--- src/rtl/shift_pkg.sv ---
// Shared types for the iterative shifter: operation and FSM state encodings.
package shift_pkg;

  typedef enum logic [1:0] {
    OpSll = 2'd0,
    OpSrl = 2'd1,
    OpSra = 2'd2,
    OpRor = 2'd3
  } shift_op_t;

  typedef enum logic [1:0] {
    StIdle,
    StShift,
    StDone
  } shift_state_t;

endpackage

--- src/rtl/shift_unit_iter_if.sv ---
// Request/result handshake bundle for shift_unit_iter; slave side is the shifter.
interface shift_unit_iter_if
  import shift_pkg::*;
#(
  parameter int unsigned WIDTH = 32
);
  localparam int unsigned SHAMT_W = $clog2(WIDTH);

  logic               in_valid;
  logic               in_ready;
  logic [WIDTH-1:0]   in_data;
  logic [SHAMT_W-1:0] in_shamt;
  shift_op_t          in_op;
  logic               out_valid;
  logic               out_ready;
  logic [WIDTH-1:0]   out_data;

  modport master (
    output in_valid, in_data, in_shamt, in_op, out_ready,
    input  in_ready, out_valid, out_data
  );

  modport slave (
    input  in_valid, in_data, in_shamt, in_op, out_ready,
    output in_ready, out_valid, out_data
  );
endinterface

--- src/rtl/shift_step.sv ---
// Combinational single-step shifter: moves data by k (<= STEP) positions.
// Rotate only exists when SHIFT_UNIT_ROT_EN is defined; otherwise op 3 behaves as SLL.
module shift_step
  import shift_pkg::*;
#(
  parameter int unsigned WIDTH = 32,
  parameter int unsigned STEP  = 1,
  localparam int unsigned KW   = $clog2(STEP + 1)
) (
  input  logic [WIDTH-1:0] d,
  input  logic [KW-1:0]    k,
  input  shift_op_t        op,
  input  logic             sign,
  output logic [WIDTH-1:0] q
);

  always_comb begin
    q = d << k;
    unique case (op)
      OpSrl:   q = d >> k;
      // Sign comes from the operand latched at accept, not the current MSB.
      OpSra:   q = WIDTH'({{WIDTH{sign}}, d} >> k);
`ifdef SHIFT_UNIT_ROT_EN
      OpRor:   q = WIDTH'({d, d} >> k);
`endif
      default: q = d << k;
    endcase
  end

endmodule

--- src/rtl/shift_unit_iter.sv ---
// Multi-cycle SLL/SRL/SRA shifter, up to STEP positions per cycle, valid/ready on both sides.
// Define SHIFT_UNIT_ROT_EN to make op 3 a rotate-right; otherwise op 3 is SLL.
module shift_unit_iter
  import shift_pkg::*;
#(
  parameter int unsigned WIDTH = 32,
  parameter int unsigned STEP  = 1
) (
  input logic              clk,
  input logic              rst_n,
  input logic              flush,
  shift_unit_iter_if.slave bus
);

  localparam int unsigned SHAMT_W = $clog2(WIDTH);
  localparam int unsigned KW      = $clog2(STEP + 1);
  localparam logic [SHAMT_W:0] StepExt = (SHAMT_W + 1)'(STEP);

  shift_state_t       state_q, state_d;
  logic [WIDTH-1:0]   work_q, work_d;
  logic [SHAMT_W-1:0] rem_q, rem_d;
  shift_op_t          op_q, op_d;
  logic               sign_q, sign_d;

  logic [SHAMT_W:0]   rem_ext, k_full;
  logic [KW-1:0]      k;
  logic [WIDTH-1:0]   step_q;
  logic               accept;

  assign rem_ext = {1'b0, rem_q};
  assign k_full  = (rem_ext < StepExt) ? rem_ext : StepExt;
  assign k       = KW'(k_full);

  shift_step #(
    .WIDTH(WIDTH),
    .STEP (STEP)
  ) u_step (
    .d   (work_q),
    .k   (k),
    .op  (op_q),
    .sign(sign_q),
    .q   (step_q)
  );

  assign accept = bus.in_valid && (state_q == StIdle) && !flush;

  always_comb begin
    state_d = state_q;
    work_d  = work_q;
    rem_d   = rem_q;
    op_d    = op_q;
    sign_d  = sign_q;
    unique case (state_q)
      StIdle: begin
        if (accept) begin
          work_d  = bus.in_data;
          rem_d   = bus.in_shamt;
          op_d    = bus.in_op;
          sign_d  = bus.in_data[WIDTH-1];
          state_d = (bus.in_shamt == '0) ? StDone : StShift;
        end
      end
      StShift: begin
        work_d = step_q;
        rem_d  = rem_q - k_full[SHAMT_W-1:0];
        if (rem_d == '0) state_d = StDone;
      end
      StDone: begin
        if (bus.out_ready) state_d = StIdle;
      end
      default: state_d = StIdle;
    endcase
    if (flush) state_d = StIdle;
  end

  always_ff @(posedge clk or negedge rst_n) begin
    if (!rst_n) begin
      state_q <= StIdle;
      work_q  <= '0;
      rem_q   <= '0;
      op_q    <= OpSll;
      sign_q  <= 1'b0;
    end else begin
      state_q <= state_d;
      work_q  <= work_d;
      rem_q   <= rem_d;
      op_q    <= op_d;
      sign_q  <= sign_d;
    end
  end

  assign bus.in_ready  = (state_q == StIdle);
  assign bus.out_valid = (state_q == StDone);
  assign bus.out_data  = work_q;

endmodule
--- src/flat_wrapper.sv ---
// flat-port wrapper written by rule: the top's interface ports become plain ports
module shift_unit_iter_flat import shift_pkg::*;
#(
  parameter int unsigned WIDTH = 32,
  parameter int unsigned STEP  = 1
)
  (clk, rst_n, flush, bus_in_valid, bus_in_data, bus_in_shamt, bus_in_op, bus_out_ready, bus_in_ready, bus_out_valid, bus_out_data);
  shift_unit_iter_if #(.WIDTH(WIDTH)) bus_i ();
  input logic clk;
  input logic rst_n;
  input logic flush;
  input wire logic [$bits(bus_i.in_valid)-1:0] bus_in_valid;
  input wire logic [$bits(bus_i.in_data)-1:0] bus_in_data;
  input wire logic [$bits(bus_i.in_shamt)-1:0] bus_in_shamt;
  input wire logic [$bits(bus_i.in_op)-1:0] bus_in_op;
  input wire logic [$bits(bus_i.out_ready)-1:0] bus_out_ready;
  output wire logic [$bits(bus_i.in_ready)-1:0] bus_in_ready;
  output wire logic [$bits(bus_i.out_valid)-1:0] bus_out_valid;
  output wire logic [$bits(bus_i.out_data)-1:0] bus_out_data;
  assign bus_i.in_valid = bus_in_valid;
  assign bus_i.in_data = bus_in_data;
  assign bus_i.in_shamt = bus_in_shamt;
  assign bus_i.in_op = bus_in_op;
  assign bus_i.out_ready = bus_out_ready;
  assign bus_in_ready = bus_i.in_ready;
  assign bus_out_valid = bus_i.out_valid;
  assign bus_out_data = bus_i.out_data;
  shift_unit_iter #(.WIDTH(WIDTH), .STEP(STEP)) u_core (.clk(clk), .rst_n(rst_n), .flush(flush), .bus(bus_i));
endmodule
--- config.mk ---
export PLATFORM = sky130hd
export DESIGN_NAME = shift_unit_iter_flat
export DESIGN_NICKNAME = d
export VERILOG_FILES = /design/src/rtl/shift_pkg.sv /design/src/rtl/shift_unit_iter_if.sv /design/src/rtl/shift_step.sv /design/src/rtl/shift_unit_iter.sv /design/src/flat_wrapper.sv
export SDC_FILE = /design/constraint.sdc
export NUM_CORES = 1
export LEC_CHECK = 0
export BUFFER_PORTS_ARGS = -buffer_cell sky130_fd_sc_hd__buf_2
export CELL_PAD_IN_SITES_DETAIL_PLACEMENT = 0
export CELL_PAD_IN_SITES_GLOBAL_PLACEMENT = 1
export CORE_MARGIN = 3
export CORE_UTILIZATION = 39
export DETAILED_ROUTE_END_ITERATION = 12
export MAX_ROUTING_LAYER = met4
export PLACE_DENSITY = 0.89
export SYNTH_ARGS = -nofsm -noshare
export SYNTH_HDL_FRONTEND = slang
export SYNTH_SLANG_ARGS = --single-unit
--- constraint.sdc ---
create_clock -name clk -period 2.5 [get_ports clk]
set_clock_uncertainty 0.1 [all_clocks]
set_input_delay 0.25 -clock clk [delete_from_list [all_inputs] [get_ports clk]]
set_output_delay 0.25 -clock clk [all_outputs]
set_load 0.02 [all_outputs]
# [After elaboration in Yosys (flattened, before gate mapping)]
# Index checks and enable logic that the tools add are counted.
[totals] reg_bits=42 input_bits=44 out_inout_bits=34 wordCells=40
[classes] add_sub_neg=1 n_lt_le_gt_ge=1 n_eq_ne=8 shifts=3 muxes=12 n_reduce_logical=10
[ops] op="$pmux W32 S2" count=2
[ops] op="$shr A64 B1 Y32" count=1
[ops] op="$mux W32" count=1
[ops] op="$shl A32 B1 Y32" count=1
[ops] op="$shr A32 B1 Y32" count=1
[ops] op="$logic_not A5 Y1" count=2
[ops] op="$mux W2" count=5
[ops] op="$mux W5" count=2
[ops] op="$pmux W5 S2" count=1
[ops] op="$ne A3 B2 Y1 const B" count=2
[ops] op="$pmux W2 S3" count=1
[ops] op="$lt A5 B1 Y1 const B" count=1
[ops] op="$sub A5 B5 Y5" count=1
[ops] op="$eq A2 B1 Y1 const B" count=2
[ops] op="$eq A2 B2 Y1 const B" count=2
[ops] op="$reduce_and A2 Y1" count=2
[ops] op="$ne A3 B3 Y1 const B" count=1
[ops] op="$reduce_and A3 Y1" count=1
[ops] op="$logic_and A1 B1 Y1" count=2
[ops] op="$logic_not A2 Y1" count=1
[ops] op="$ne A2 B1 Y1 const B" count=1
[ops] op="$reduce_bool A2 Y1" count=1
[ops] op="$logic_not A1 Y1" count=1

# [Depth between registers and ports, before layout]
[logic_depth] ltp_word=7 ltp_mapped=7 ltp_nobuf=6

# [Cells and area by module]
# A second synthesis with hierarchy kept.
[hier_totals] cells_unflattened=311 area_unflattened_um2=2802.7
[by_module_without_submodules] mod="shift_unit_iter" instances=1 cells_per_inst=201 area_per_inst_um2=2079.5 seq_area_each_um2=1051.0
[by_module_without_submodules] mod="shift_step" instances=1 cells_per_inst=110 area_per_inst_um2=723.2 seq_area_each_um2=0.0

# [Least setup slack after synthesis]
# No wires, ideal clock.
[synth_path] path_kind="reg2reg" start="register u_core.rem_q[2]" end="register u_core.state_q[1]" setup_time_ns=0.078 arrival_ns=2.112 required_time_ns=2.322 slack_ns=0.210 path_stages_with_launch=7 path_buffers=0 period_less_slack_ns=2.290 cell_sequence="dfrtp_1 > or4_4 > nand2_1 > ha_1 > or3b_2 > o41a_1 > o21bai_1"
[synth_via] elab_chain_len=6
[synth_lines] element="from (decl)" line="shift_unit_iter.sv:21" rtl="logic [SHAMT_W-1:0] rem_q, rem_d;"
[synth_lines] element="from (signal assigned)" line="shift_unit_iter.sv:86" rtl="rem_q <= rem_d;"
[synth_lines] element="$lt A5 B1 Y1" line="shift_unit_iter.sv:31" rtl="assign k_full = (rem_ext < StepExt) ? rem_ext : StepExt;"
[synth_lines] element="$mux W5" line="shift_unit_iter.sv:31"
[synth_lines] element="$sub A5 B5 Y5 (*)" line="shift_unit_iter.sv:65" rtl="rem_d = rem_q - k_full[SHAMT_W-1:0];"
[synth_lines] element="$logic_not A5 Y1 (*)" line="shift_unit_iter.sv:66" rtl="if (rem_d == '0) state_d = StDone;"
[synth_lines] element="$ne A3 B2 Y1 (no source line) (*)"
[synth_lines] element="$reduce_and A3 Y1 (no source line) (*)"
[synth_lines] element="to (signal assigned)" line="shift_unit_iter.sv:78" rtl="state_q <= StIdle;"
[synth_lines] element="to (signal assigned)" line="shift_unit_iter.sv:84" rtl="state_q <= state_d;"
[synth_lines] element="to (decl)" line="shift_unit_iter.sv:19" rtl="shift_state_t state_q, state_d;"
# Every way passes the cells marked *; elsewhere a longest branch is shown, timed or not.
# A chain may end at the register's enable or synchronous reset.

# [Worst setup path in the final report]
[layout_path] start="register u_core.rem_q[3]" end="register u_core.state_q[1]"
# Same word-level chain as after synthesis.

==> results.toml <==
[status]
status = "completed"

[power]
power_mw = 3.75
powerDensity_nw_per_um2 = 1200
p_leak_nw = 1.53
ir_drop_mv = 0.501

[route]
drt-wirelength-per-cell_um = 15.5
drt_iter0_drc = 58
wl_mm = 6.02
drc = 0
vias_per_cell = 5.38
vias = 2089
drtAntennaViolNets = 0
drtPass1Iterations = 4

[logic_synthesis]
netlist_area_um2 = 2540
yosys_most_used_dff = "dfrtp_1"
synth_edf_count = 0
synth_fp_nets = 282
synth_cell_type_count = 36
synth_commonest_cells = "mux2i_1, dfrtp_1, nand2_1"
ys_ff_latch = 42
yosysSeqAreaShare_pct = 41.4
ys_async_sr_fraction_pct = 100
ys.warnings.count = 0
synth_area_leader_cell = "dfrtp_1"
avgSynthCellArea_um2 = 10.7
yosysMostFrequentCell = "mux2i_1"
syn-instance-count = 236
synth_area_leaders = "dfrtp_1, mux2i_1, o221ai_2, nand2_1, inv_1"
netlist.area_leader.share_pct = 41.4

[placed_design]
dp_hpwl_mm = 4.39
pre_cts_slack_ns = 0.193
numPortBuffers = 77
gp_congestion = 0.912

[sta]
max_freq_mhz = 428
finalCritPeriodShare_pct = 93.4
max_slew_margin_pct = 36.2
worst_pin_slew_ns = 0.957
slew_violations = 0
rsz0062_at_grt = "false"
fin_setup_tns_ns = 0
fin_ws_ns = 0.165
period_needed_ns = 2.33
finalHoldViolCount = 0
hold-worst-slack_ns = 0.00684
setup_viol = 0

[clock_network]
cts_tree = "done"
postCtsSetupBuffers = 0
cts-root-buf = "clkbuf_8"
worstSkewPairLatency_ns = 0.30
htree_levels = 2
cts.sinks = 42
hold_buffers = 0
clk_path_buf_depth = 2
cts.clk_slew.worst_paths_ns = 0.09
cts_resized = 0
cts_inserted_buffers = 5

[floorplan]
start_util_pct = 41.6
rows = 28
ios = 78
chipHeight_um = 86.6
die-area_um2 = 7510
core_area_um2 = 6100
die_w_um = 86.6

[grt]
grt_pass1_wl_mm = 10.4
globalRouteTotalUtil_pct = 17.7
grt_pass1_vias = 2103
antenna_found_initial = 0
grt_max_degree = 43
grt.overflow.total = 0

[finish]
synthToLayoutAreaGrowth_pct = 23.5
num_antenna_cells = 0
multi_input_area_um2 = 1320
drive_gt1_share_pct = 39.9
nFillCells = 594
fin_nets = 358
regArea_um2 = 1050
final_core_util_pct = 51.4

[critical_path]
start_kind = "flop"
crit_buf_inv = 0
cpMaxStageDelayCell = "or4_4"
critical_path_required_ns = 2.62
crit_path_cell_trace = "or4_4 > nand2_1 > ha_1 > or3b_2 > o41a_1 > o21bai_1"
crit_type = "reg -> reg"
path_delay_family = "simple AND/OR/NAND/NOR gates"
crit_path_end_kind = "flop"
cp.arrival_ns = 2.46
slowest_delay_ns = 0.59
crit_path_max_fanout = 5

[flow_run]
cap_viol_max_count = 0

[hold_path]
hold_path.class = "in -> async"
==> registers in the layout, summed over array words and instances, names as in the netlist <==
name and flops:
u_core.bus.out_data 32, u_core.op_q 2, u_core.rem_q 5, u_core.sign_q 1
u_core.state_q 2
==> power by group <==
group / leakage [nW] / total (mW) / switching (mW) / internal [mW]
clock network: 0.0441 / 0.439 / 0.242 / 0.196
logic: 0.973 / 2.00 / 1.11 / 0.891
registers: 0.515 / 1.31 / 0.331 / 0.979
==> layer usage <==
layer | up-vias | part of all wire, % | track usage, %
met2 | 61 | 46 | 26.9
met4 | 0 | 1.1 | 4.53
li1 | 1005 | - | -
met1 | 1015 | 46 | 23.8
met5 | - | 0 | -
met3 | 8 | 6.3 | 4.28
==> final timing paths <==
path                                  from                 endpoint  slack (ns)  cells past startpoint
max in group asynchronous            rst_n          u_core.rem_q[1]        1.71                      1
min in group clk           bus_in_data[12]  u_core.bus.out_data[12]        0.06                      3
min reg2reg                  u_core.sign_q            u_core.sign_q        0.38                      2
max                        u_core.rem_q[3]        u_core.state_q[1]        0.17                      6
max reg2reg                u_core.rem_q[3]        u_core.state_q[1]        0.17                      6
min                                  rst_n  u_core.bus.out_data[10]       0.007                      1
==> cells by family after synthesis <==
logic type	Yosys count	share of synthesized area, %
flops	42	41.4
mux	50	19.7
fa+ha+maj	2	0.987
simple gates	54	10.9
buf+inv	42	7.30
compound gates	46	19.7
==> layout make-up <==
class	instances	area share (%)
Clock buffer	5	2.20
Sequential cell	42	33.6
Inverter	26	3.12
Clock inverter	3	0.679
Multi-Input combinational cell	152	42.0
Timing Repair Buffer	85	15.4
Tap cell	75	3.00
==> metrics by stage <==
stage,cell area [µm²],cells
after floorplan,2540,236
after global placement,3040,380
after detailed placement,3040,380
after CTS,3130,388
after global routing,3130,388
final,3130,388
==> layout by cell type, fill, tap and decap left out, drive strengths merged <==
| cell type | n |
|---|---|
| nor4 | 1 |
| or4 | 2 |
| clkinv | 2 |
| or4b | 2 |
| o21ai | 6 |
| nand3 | 2 |
| buf | 85 |
| o221a | 3 |
| o21a | 2 |
| o211ai | 4 |
| nor2b | 2 |
| a211o | 1 |
| o41a | 1 |
| dfrtp | 42 |
| and3b | 1 |
| nand2b | 3 |
| mux2i | 50 |
| nor3 | 2 |
| nor3b | 1 |
| o221ai | 21 |
| clkbuf | 5 |
| nand2 | 33 |
| or3b | 3 |
| inv | 26 |
| nor2 | 1 |
| a22oi | 3 |
| a311o | 1 |
| nor4b | 1 |
| ha | 2 |
| a211oi | 1 |
| a21oi | 2 |
| clkinvlp | 1 |
| o21bai | 1 |
No activity file was read; power rests on OpenSTA's default activity.
